$ cat src/rtl/cmv300_pkg.sv
// Shared types and constants for the CMV300 sensor emulator.
// The LFSR constants are only used when CMV300_EMU_LFSR_EN is defined.
package cmv300_pkg;

    typedef enum logic [1:0] {
        ST_IDLE   = 2'd0,
        ST_DELAY  = 2'd1,
        ST_LINE   = 2'd2,
        ST_HBLANK = 2'd3
    } state_t;

    localparam int PIX_W  = 10;
    localparam int LINE_W = 10;
    localparam int DLY_W  = 8;
    localparam int BLK_W  = 8;
    localparam int CNT_W  = 16;

    // x^8+x^6+x^5+x^4+1 in Fibonacci form: feedback from bits 7,5,4,3
    localparam logic [7:0] LFSR_SEED = 8'hFF;
    localparam logic [7:0] LFSR_TAPS = 8'hB8;

    function automatic logic [7:0] lfsr_step(input logic [7:0] v);
        return {v[6:0], ^(v & LFSR_TAPS)};
    endfunction

endpackage

$ cat src/rtl/cmv300_sensor_emu.sv
// CMV300 image sensor emulator: frame/line timing with a test pattern on d.
// Define CMV300_EMU_LFSR_EN to replace the counting pattern with an 8-bit LFSR.
module cmv300_sensor_emu
    import cmv300_pkg::*;
#(
    parameter int LINE_PIXELS = 648,
    parameter int FRAME_LINES = 488,
    parameter int H_BLANK     = 16,
    parameter int FRAME_DELAY = 8
) (
    input  logic             clk,
    input  logic             res_n,
    input  logic             frame_req,
    output logic             line_valid,
    output logic             data_valid,
    output logic [7:0]       d,
    output logic             busy,
    output logic             frame_done,
    output logic [CNT_W-1:0] frame_cnt
);

    localparam logic [PIX_W-1:0]  PIX_LAST  = PIX_W'(LINE_PIXELS - 1);
    localparam logic [LINE_W-1:0] LINE_LAST = LINE_W'(FRAME_LINES - 1);
    localparam logic [DLY_W-1:0]  DLY_LAST  = DLY_W'(FRAME_DELAY - 1);
    localparam logic [BLK_W-1:0]  BLK_LAST  = BLK_W'(H_BLANK - 1);

    state_t             state_reg;
    logic [PIX_W-1:0]   pix_cnt_reg;
    logic [LINE_W-1:0]  line_cnt_reg;
    logic [DLY_W-1:0]   dly_cnt_reg;
    logic [BLK_W-1:0]   blk_cnt_reg;
    logic               req_prev_reg;
    logic               pend_reg;
    logic               fin_reg;
    logic               line_valid_reg;
    logic               busy_reg;
    logic               frame_done_reg;
    logic [7:0]         d_reg;
    logic [CNT_W-1:0]   frame_cnt_reg;
    logic               req_edge;
    logic [7:0]         pattern;

    assign req_edge = frame_req & ~req_prev_reg;

`ifdef CMV300_EMU_LFSR_EN
    logic [7:0] lfsr_reg;

    // Held at the seed outside a frame, so every frame restarts the sequence.
    always_ff @(posedge clk or negedge res_n) begin
        if (!res_n) begin
            lfsr_reg <= LFSR_SEED;
        end else if (state_reg == ST_IDLE) begin
            lfsr_reg <= LFSR_SEED;
        end else if (state_reg == ST_LINE) begin
            lfsr_reg <= lfsr_step(lfsr_reg);
        end
    end

    assign pattern = lfsr_reg;
`else
    assign pattern = pix_cnt_reg[7:0] + line_cnt_reg[7:0] + frame_cnt_reg[7:0];
`endif

    // Outputs are registered from the current state, so they trail the FSM by one cycle.
    always_ff @(posedge clk or negedge res_n) begin
        if (!res_n) begin
            state_reg      <= ST_IDLE;
            pix_cnt_reg    <= '0;
            line_cnt_reg   <= '0;
            dly_cnt_reg    <= '0;
            blk_cnt_reg    <= '0;
            req_prev_reg   <= 1'b0;
            pend_reg       <= 1'b0;
            fin_reg        <= 1'b0;
            line_valid_reg <= 1'b0;
            busy_reg       <= 1'b0;
            frame_done_reg <= 1'b0;
            d_reg          <= 8'h00;
            frame_cnt_reg  <= '0;
        end else begin
            req_prev_reg   <= frame_req;
            line_valid_reg <= (state_reg == ST_LINE);
            busy_reg       <= (state_reg != ST_IDLE);
            frame_done_reg <= fin_reg;
            fin_reg        <= 1'b0;
            d_reg          <= 8'h00;
            if (fin_reg) begin
                frame_cnt_reg <= frame_cnt_reg + 1'b1;
            end
            // An edge during a frame (or its done cycle) is remembered once.
            if (req_edge && (state_reg != ST_IDLE || fin_reg)) begin
                pend_reg <= 1'b1;
            end

            case (state_reg)
                ST_IDLE: begin
                    if (!fin_reg && (req_edge || pend_reg)) begin
                        state_reg   <= ST_DELAY;
                        dly_cnt_reg <= '0;
                        pend_reg    <= 1'b0;
                    end
                end
                ST_DELAY: begin
                    if (dly_cnt_reg == DLY_LAST) begin
                        state_reg    <= ST_LINE;
                        pix_cnt_reg  <= '0;
                        line_cnt_reg <= '0;
                    end else begin
                        dly_cnt_reg <= dly_cnt_reg + 1'b1;
                    end
                end
                ST_LINE: begin
                    d_reg       <= pattern;
                    pix_cnt_reg <= pix_cnt_reg + 1'b1;
                    if (pix_cnt_reg == PIX_LAST) begin
                        if (line_cnt_reg == LINE_LAST) begin
                            state_reg <= ST_IDLE;
                            fin_reg   <= 1'b1;
                        end else begin
                            state_reg   <= ST_HBLANK;
                            blk_cnt_reg <= '0;
                        end
                    end
                end
                ST_HBLANK: begin
                    if (blk_cnt_reg == BLK_LAST) begin
                        state_reg    <= ST_LINE;
                        pix_cnt_reg  <= '0;
                        line_cnt_reg <= line_cnt_reg + 1'b1;
                    end else begin
                        blk_cnt_reg <= blk_cnt_reg + 1'b1;
                    end
                end
                default: state_reg <= ST_IDLE;
            endcase
        end
    end

    assign line_valid = line_valid_reg;
    assign data_valid = line_valid_reg;
    assign d          = d_reg;
    assign busy       = busy_reg;
    assign frame_done = frame_done_reg;
    assign frame_cnt  = frame_cnt_reg;

endmodule

$ cat config.mk
export PLATFORM = sky130hd
export DESIGN_NAME = cmv300_sensor_emu
export DESIGN_NICKNAME = d
export VERILOG_FILES = /design/src/rtl/cmv300_pkg.sv /design/src/rtl/cmv300_sensor_emu.sv
export SDC_FILE = /design/constraint.sdc
export NUM_CORES = 1
export LEC_CHECK = 0
export BUFFER_PORTS_ARGS = -buffer_cell sky130_fd_sc_hd__clkbuf_2
export CAP_MARGIN = 20
export CELL_PAD_IN_SITES_DETAIL_PLACEMENT = 1
export CELL_PAD_IN_SITES_GLOBAL_PLACEMENT = 1
export CORE_MARGIN = 2
export CORE_UTILIZATION = 35
export CTS_BUF_LIST = sky130_fd_sc_hd__clkbuf_8
export CTS_CLUSTER_SIZE = 14
export DETAILED_ROUTE_END_ITERATION = 8
export PLACE_DENSITY = 0.63
export RECOVER_POWER = 50
export SYNTH_ARGS = -nofsm -noshare
export SYNTH_HDL_FRONTEND = slang
export SYNTH_SLANG_ARGS = --single-unit
$ cat constraint.sdc
create_clock -name clk -period 3.1 [get_ports clk]
set_input_delay 0.31 -clock clk [delete_from_list [all_inputs] [get_ports clk]]
set_output_delay 0.31 -clock clk [all_outputs]
set_load 0.03 [all_outputs]
==> impl_metrics.ini <==
[run_status]
status = completed

[floorplanning]
start_util_pct = 35.7
core.rowCount = 38
dieWidth_microns = 109
pin_count = 31
die_area_sq_um = 11800
core_sq_um = 10700
dieHeight_microns = 109

[critical_path]
arrival_ps = 2800
critPathLaunchType = flop
timing.critical_path.fanout_max = 6
end_kind = flop
required_ps = 3400
worst-setup-path-type = flop to flop
crit_path_cell_trace = fa_1 -> ha_1 -> inv_1 -> fa_1 -> nand2b_1 -> a21oi_1 -> o21ai_0 -> a21oi_1 -> a31o_2
slowest_delay_ps = 570
worst_path_max_delay_cell = fa_1

[sta]
rsz0062_at_grt = false
maxSlewHeadroom_pct = 6.76
fin_skew_ps = 9.23
finalHoldViolCount = 0
final_max_slew_viol_count = 0
setup-violations-final = 0
worst_slew_pin_slew_ps = 1400
clock.fmax_mhz = 399
tns_ps = 0
period_share_pct = 80.8
fin_crit_ps = 2500

[global_route]
grt_use_total_pct = 17.3
grt_max_degree = 27
first_global_vias = 3129
grt_antenna_before_repair = 0
grt.overflow.total = 0
grt_pass1_wl_microns = 15800

[yosys]
synth_edf_count = 0
async_reset_ff_share_pct = 100
synth_area_per_cell_sq_um = 10.2
ys_warn_count = 0
synth.area.top_cells = dfrtp_1 44%, ha_1 5.2%, fa_1 4.2%
syn_area_sq_um = 3840
synth_cell_types = 58
synth_seq_area_share_pct = 44.4
synth_nets = 404
synth-seq-cells = 68
synth_top_area_cell = dfrtp_1
synth-main-ff-cell = dfrtp_1
synth_top_area_share_pct = 44.4
syn_inst = 377

[placed_design]
place_congestion = 0.770
hpwl_microns = 6630
port-buffer-count = 30

[routing]
dr.pass1.iters = 4
num_vias = 2954
drt_iter0_markers = 114
wl_per_cell_microns = 16.4
drt_wl_total_microns = 9130
remaining_drc_errors = 0
vias_per_cell = 5.32
ant_nets = 0

[layout]
largest_reg_flops = 16
insertedDiodeCount = 0
area_growth_pct = 12.4
final_common_cell = dfrtp_1
nNetsFinal = 438
final_cell_mix = 68 x dfrtp_1, 35 x nand2_1, 22 x o21ai_0, 22 x nor2_1, 22 x clkbuf_1
fin_util_pct = 40.1
fillers = 1226
drive_gt1_share_pct = 11.6

[flow_run]
drv_cap = 0

[power]
peakVddDrop_mv = 0.333
finalPower_uw = 3010
cellPowerDensity_nw_per_um2 = 698
p_leak_uw = 0.00193

[clock_tree]
htree_num_levels = 3
cts-resized-gates = 0
clkLatencyLatePin_ps = 360
cts-root-buf = clkbuf_8
cts_buffers = 9
cts_setup_buffers = 0
path_clk_slew_ps = 80
cts_sinks = 68
cts_tree = built
cts_buffer_depth = 2

[worst_hold_path]
hp-class = input port to flop
[critical path, delay by kind of cell (launching register included)]
kind,cells,cell delay (ps)
buffers and inverters,1,60
AOI/OAI and AO/OA,4,640
and+or+nand+nor,1,170
adders and majority gates,3,1120
DFF,1,460
[where the power goes]
group	internal (uW)	leakage [uW]	switching, uW
logic	364	0.000888	691
clock network	491	0.000111	355
registers	997	0.000926	111
total	1850	0.00193	1160
[routing by layer]
metal	global-route usage [%]	share of wire (%)	vias to the layer above
li1	-	-	1429
met1	22.5	48	1464
met2	28.5	47	47
met3	2.33	2.9	14
met4	8.42	2.0	0
met5	0	0	-
[timing repair]
action | 4_1_cts | 5_1_grt
endpoints found under the setup margin | 0 | 0
hold buffers | 1 | 0
hold endpoints to repair | 24 | 0
[metrics by stage]
| step | area [sq um] | worst slack [ps] | hold WS, ps | instances |
|---|---|---|---|---|
| finish | 4310 | 596 | 79.3 | 555 |
| global route | 4310 | 442 | 79.5 | 555 |
| CTS | 4350 | 627 | 64.6 | 555 |
| detailed placement | 4110 | 639 | 344 | 539 |
| global placement | 4110 | 692 | 338 | 539 |
| floorplan | 3840 | 660 | 14.4 | 377 |
[path summary, 6_finish.rpt]
kind,startpoint,endpoint,slack [ps],cells past startpoint
worst min register to register,blk_cnt_reg[7]$_DFFE_PN0P_,blk_cnt_reg[7]$_DFFE_PN0P_,460,1
min in group asynchronous,res_n,frame_cnt[9]$_DFFE_PN0P_,830,2
worst min-delay path,frame_req,req_prev_reg$_DFF_PN0_,80,1
worst max register to register,frame_cnt[1]$_DFFE_PN0P_,d[7]$_DFF_PN0_,600,9
max in group asynchronous,res_n,blk_cnt_reg[3]$_DFFE_PN0P_,990,3
worst max-delay path,frame_cnt[1]$_DFFE_PN0P_,d[7]$_DFF_PN0_,600,9
[area by class of cell]
class | count | area, sq um | share of cell area [%]
multi-input cells | 278 | 1980 | 46.0
well taps | 140 | 175 | 4.06
clock inverters | 4 | 72.6 | 1.68
flip-flops and latches | 68 | 1700 | 39.5
repair buffers | 35 | 158 | 3.66
clock buffers | 11 | 151 | 3.51
inverters | 19 | 71.3 | 1.65
[logic make-up (layout without fill, tap and decap cells)]
logic type,after synthesis,after routing,synth area share (%)
adder cells (fa/ha/maj),24,24,9.39
buffers and inverters,31,69,3.95
AO/OA/AOI/OAI,80,80,14.4
AND/OR/NAND/NOR,146,146,20.9
multiplexers,8,8,2.41
flip-flops,68,68,44.4
XOR/XNOR,20,20,4.57
[synth_stat cells, types with 2 or more instances]
| cell | count |
|---|---|
| a211o_1 | 3 |
| a21o_1 | 2 |
| a21oi_1 | 19 |
| a221o_2 | 5 |
| a22o_1 | 2 |
| a31oi_1 | 6 |
| and2_1 | 6 |
| and3_1 | 12 |
| and4_1 | 2 |
| clkbuf_1 | 7 |
| dfrtp_1 | 68 |
| fa_1 | 8 |
| ha_1 | 16 |
| inv_1 | 19 |
| mux2_2 | 2 |
| mux2_4 | 2 |
| mux2i_1 | 4 |
| nand2_1 | 35 |
| nand2b_1 | 6 |
| nand3_1 | 20 |
| nand3_4 | 2 |
| nand4_1 | 9 |
| nand4b_1 | 2 |
| nor2_1 | 22 |
| nor3_1 | 10 |
| nor4_1 | 3 |
| nor4b_1 | 2 |
| o211ai_1 | 2 |
| o21ai_0 | 22 |
| o31ai_1 | 8 |
| o31ai_4 | 2 |
| o41ai_1 | 2 |
| or2_2 | 2 |
| or4_1 | 3 |
| xnor2_1 | 13 |
| xor2_1 | 7 |
Note: power is estimated with default switching activity, not from simulation.
